[config.mk]
export PLATFORM = sky130hd
export DESIGN_NAME = udma_hyper_tx_prefetch
export DESIGN_NICKNAME = d
export VERILOG_FILES = /design/src/rtl/udma_hyper_tx_prefetch.sv
export SDC_FILE = /design/constraint.sdc
export NUM_CORES = 1
export LEC_CHECK = 0
export CAP_MARGIN = 20
export CORE_AREA = 2 2 194 244
export CTS_CLUSTER_SIZE = 40
export DETAILED_ROUTE_END_ITERATION = 7
export DIE_AREA = 0 0 196 246
export SYNTH_ARGS = -nofsm -noshare
export SYNTH_HDL_FRONTEND = slang
export SYNTH_SLANG_ARGS = --single-unit
[constraint.sdc]
create_clock -name sys_clk_i -period 5.6 [get_ports sys_clk_i]
set_input_delay 1.68 -clock sys_clk_i [delete_from_list [all_inputs] [get_ports sys_clk_i]]
set_output_delay 1.68 -clock sys_clk_i [all_outputs]
set_load 0.005 [all_outputs]
[src/rtl/udma_hyper_tx_prefetch.sv]
// TX prefetch buffer between the uDMA TX channel and the HyperBus TX stream.
// Outstanding requests are tracked as credits so returned data always has a slot.
module udma_hyper_tx_prefetch #(
  parameter int unsigned DATA_WIDTH      = 32,
  parameter int unsigned BUFFER_DEPTH    = 16,
  parameter int unsigned MAX_OUTSTANDING = 4,
  parameter int unsigned LVL_W           = $clog2(BUFFER_DEPTH + 1),
  parameter int unsigned OUT_W           = $clog2(MAX_OUTSTANDING + 1)
) (
  input  logic                  sys_clk_i,
  input  logic                  rstn_i,
  input  logic                  clr_i,
  input  logic [LVL_W-1:0]      cfg_low_i,
  output logic                  req_o,
  input  logic                  gnt_i,
  input  logic                  valid_i,
  input  logic [DATA_WIDTH-1:0] data_i,
  output logic                  ready_o,
  output logic [DATA_WIDTH-1:0] data_o,
  output logic                  valid_o,
  input  logic                  ready_i,
  output logic [LVL_W-1:0]      level_o,
  output logic [OUT_W-1:0]      outstanding_o,
  output logic                  err_o
);

  localparam int unsigned PTR_W = $clog2(BUFFER_DEPTH);
  localparam int unsigned RES_W = LVL_W + 1;
  localparam logic [RES_W-1:0] DEPTH_RES = RES_W'(BUFFER_DEPTH);
  localparam logic [OUT_W-1:0] MAX_OUT   = OUT_W'(MAX_OUTSTANDING);
  localparam logic [PTR_W-1:0] LAST_PTR  = PTR_W'(BUFFER_DEPTH - 1);

  typedef enum logic [1:0] {IDLE, FILL, DROP} state_t;

  state_t                state, state_next;
  logic [PTR_W-1:0]      wr_ptr, rd_ptr;
  logic [LVL_W-1:0]      level, level_next;
  logic [OUT_W-1:0]      outstanding, outstanding_next;
  logic                  err, err_next;
  logic                  grant, ret, push, pop;
  logic [RES_W-1:0]      reserved, reserved_next;
  logic [DATA_WIDTH-1:0] mem [BUFFER_DEPTH];

  assign ready_o       = 1'b1;
  assign valid_o       = (level != '0);
  assign data_o        = valid_o ? mem[rd_ptr] : '0;
  assign level_o       = level;
  assign outstanding_o = outstanding;
  assign err_o         = err;

  always_comb begin
    grant            = 1'b0;
    ret              = 1'b0;
    push             = 1'b0;
    pop              = 1'b0;
    req_o            = 1'b0;
    reserved         = '0;
    reserved_next    = '0;
    outstanding_next = outstanding;
    level_next       = level;
    err_next         = err;
    state_next       = state;

    reserved = RES_W'(level) + RES_W'(outstanding);
    req_o    = (state == FILL) && (outstanding < MAX_OUT) && (reserved < DEPTH_RES);
    grant    = req_o & gnt_i;
    // A beat only consumes a credit if one exists; otherwise it is a protocol error.
    ret      = valid_i & (outstanding != '0);
    push     = ret & ready_o & (state != DROP) & ~clr_i;
    pop      = valid_o & ready_i & ~clr_i;

    outstanding_next = outstanding + OUT_W'(grant) - OUT_W'(ret);
    level_next       = clr_i ? '0 : (level + LVL_W'(push) - LVL_W'(pop));
    reserved_next    = RES_W'(level_next) + RES_W'(outstanding_next);
    err_next         = clr_i ? 1'b0 : (err | (valid_i & (outstanding == '0)));

    if (clr_i) begin
      state_next = (outstanding_next != '0) ? DROP : IDLE;
    end else begin
      case (state)
        IDLE: if (level <= cfg_low_i) state_next = FILL;
        FILL: if (reserved_next == DEPTH_RES) state_next = IDLE;
        DROP: if (outstanding_next == '0) state_next = IDLE;
        default: state_next = IDLE;
      endcase
    end
  end

  always_ff @(posedge sys_clk_i or negedge rstn_i) begin
    if (!rstn_i) begin
      state       <= IDLE;
      wr_ptr      <= '0;
      rd_ptr      <= '0;
      level       <= '0;
      outstanding <= '0;
      err         <= 1'b0;
    end else begin
      state       <= state_next;
      level       <= level_next;
      outstanding <= outstanding_next;
      err         <= err_next;
      if (clr_i) begin
        wr_ptr <= '0;
        rd_ptr <= '0;
      end else begin
        // Explicit wrap so non-power-of-two depths work.
        if (push) wr_ptr <= (wr_ptr == LAST_PTR) ? '0 : wr_ptr + 1'b1;
        if (pop)  rd_ptr <= (rd_ptr == LAST_PTR) ? '0 : rd_ptr + 1'b1;
      end
    end
  end

  always_ff @(posedge sys_clk_i) begin
    if (push) mem[wr_ptr] <= data_i;
  end

endmodule

==> metrics.yaml <==
logic_synthesis:
  mappedNetlistNets: 989
  syn-cell-area_um2: 20900
  synth_top_cell_by_area: "edfxtp_1"
  yosysTopAreaCellShare_pct: 73.5
  synth.area.top_cells: "edfxtp_1, mux4_2, dfrtp_1"
  synth-seq-cells: 531
  yosysMostFrequentCell: "edfxtp_1"
  synthArstFlopShare_pct: 3.58
  synth_edf_count: 512
  ys_warn_count: 0
  avgSynthCellArea_um2: 22.7
  synth_cells: 920
  ys.flop_type: "edfxtp_1"
  synth.distinct_cells: 40
  synthTopCellsByCount: "edfxtp_1, mux4_2, and2_1"
  ys_seq_area_share_pct: 75.8
timing:
  drv_slew: 0
  min_period_ps: 5230
  setup_tns_ps: 0
  relSlewSlack_pct: 39.4
  setup_ws_ps: 372
  fin_skew_ps: 23.3
  hold_viol_final: 0
  min_period_over_period_pct: 93.4
  finalSetupViolCount: 0
  worst_slew_pin_slew_ps: 909
  max_freq_mhz: 191
  grt_setup_unrepaired: "no"
place:
  hpwl_um: 24100
  place_area_um2: 22800
  dpl_worst_slack_ps: 410
  gp_congestion: 0.709
  port_buffers: 85
clock_network:
  clk_latency_ps: 580
  cts_root_buf: "clkbuf_16"
  cts_tree: "yes"
  clk_pin_slew_ps: 60
  cts_resized: 0
  h-tree-depth: 2
  post-cts-setup-buffers: 0
  max-clock-path-buffers: 3
  clock-sinks: 531
  cts_hold_buf: 0
  cts_buffers: 50
worst_setup_path:
  cp_num_buf_inv: 2
  r2r_slack_ps: 1460
  worstPathRequired_ps: 3920
  rr_startpoint: "level_o[2]"
  path_cells: "buf_12 > mux4_2 > mux4_2 > and2_1 > clkdlybuf4s50_1"
  slowest_delay_ps: 880
  worst_r2r_endpoint: "state[0]"
  crit_arrival_ps: 3550
  critPathKind: "flip-flop to primary output"
  crit_fanout: 34
  rr_worst_depth: 17
  crit_top_cell: "mux4_2"
  path_delay_family: "multiplexers"
  start_kind: "flip-flop"
  crit_slowest_cell: "dfrtp_4"
  cp-end-kind: "primary output"
die:
  ios: 87
  die_h_um: 246
  initial_core_util_pct: 45.6
  die_w_um: 196
  die_area_um2: 48200
  rows: 88
  core_area_um2: 45800
global_routing:
  grt_max_degree: 39
  antenna_found_initial: 1
  grt_pass1_vias: 10100
  grt_overflow: 0
  grt_pass1_wl_um: 65800
  track_usage_pct: 18.9
power_and_ir_drop:
  power_density_nw_per_um2: 405
  cellLeakagePower_nw: 7.56
  ir_drop_v: 0.000291
min_path:
  hp-start: "state[1]"
  hold_depth: 1
  hold_class: "flip-flop to flip-flop"
  min_to: "state[0]"
status:
  status: "finished clean"
layout:
  fin_area_um2: 24300
  n_antenna_cell: 0
  finalNetCount: 1116
  synthToLayoutAreaGrowth_pct: 16.4
  drive_above_1_share_pct: 26.2
  final_util_pct: 53.1
detailed_routing:
  routed_wl_um: 43900
  antenna_left: 0
  vias_per_cell: 5.72
  first_iter_violations: 763
  vias: 9546
  post_drt_wl_per_cell_um: 26.3
  drcViolationCount: 0
  first_pass_iters: 5
flow_run:
  maxCapViolCount: 0
[flip-flops by register name, indices dropped and copies added, names as in the netlist]
register and count:
err_o 1, state 2, level_o 5, rd_ptr 4
mem 512, outstanding_o 3, wr_ptr 4
[per-layer routing]
metal	track usage, %	up-vias	part of all wire (%)	wire [µm]
met2	32.2	195	52	22700
met1	26.0	5206	43	19000
met3	2.64	49	3.6	1570
li1	-	4096	-	-
met4	4.59	0	1.6	714
met5	0	-	0	0
[where the power goes]
part	switching [mW]	internal, mW	leakage, nW	total [mW]
registers	0.136	4.44	4.85	4.58
clock network	1.39	1.77	0.735	3.17
logic	0.920	1.20	1.98	2.12
[metrics by stage]
stage / hold WS (ps) / total power [mW] / instances
CTS: 497 / 10.0 / 1668
finish: 497 / 9.86 / 1668
detailed placement: 486 / 6.84 / 1580
global placement: 475 / 6.83 / 1580
global route: 518 / 10.3 / 1668
floorplan: 434 / 5.97 / 920
[placed cells by master, fill, tap and decap left out, drive strengths merged, types with 3 or more instances in the layout]
master	n
edfxtp	512
clkinv	21
clkdlybuf4s50	85
buf	37
mux4	160
ha	23
inv	20
clkbuf	61
a21o	3
nand3	5
nor3	6
nand2	12
nand2b	4
nor2b	7
dfrtp	19
and2	32
xor2	5
bufinv	3
fa	3
a21oi	8
nor2	31
xnor2	3
[how the worst max path moves through the flow]
| stage | cells after the start | to | slack (ps) | from |
|---|---|---|---|---|
| after global placement | 17 | state[0] | 410 | valid_i |
| final | 5 | data_o[12] | 370 | rd_ptr[0] |
| after detailed placement | 17 | state[0] | 410 | valid_i |
| after global routing | 5 | data_o[21] | 180 | rd_ptr[0] |
| after CTS | 5 | data_o[21] | 280 | rd_ptr[0] |
| after floorplan | 6 | mem[0][0] | 300 | valid_i |
[final cells by class]
| type | instances | area (µm²) |
|---|---|---|
| fill | 3505 | 21500 |
| sequential | 531 | 15900 |
| multi-input combinational | 324 | 4850 |
| timing repair buffer | 122 | 1320 |
| clock buffer | 61 | 1290 |
| tap | 585 | 732 |
| clock inverter | 27 | 215 |
| inverter | 18 | 67.6 |
[kinds of logic after synthesis]
kind of cell | count (synthesis) | synth area share, %
flops | 531 | 75.8
mux | 162 | 17.3
simple gates | 102 | 2.48
buf+inv | 65 | 1.54
fa+ha+maj | 26 | 1.66
compound gates | 25 | 0.826
xor+xnor | 8 | 0.335
other cells | 1 | 0.0179
[worst reg2reg max path, stage by stage (launching register included)]
cell and delay (ps):
dfrtp_1 450, inv_1 110, ha_1 160, nand3_2 580, nand2_1 380, nor2_1 70, ha_1 280, inv_1 50
ha_1 160, inv_1 60, fa_1 440, nor2_1 220, ha_1 280, a21o_1 170, o22ai_1 140, nand3b_1 90
a221oi_1 290, a2111oi_0 90
Note: power is estimated with default switching activity, not from simulation.
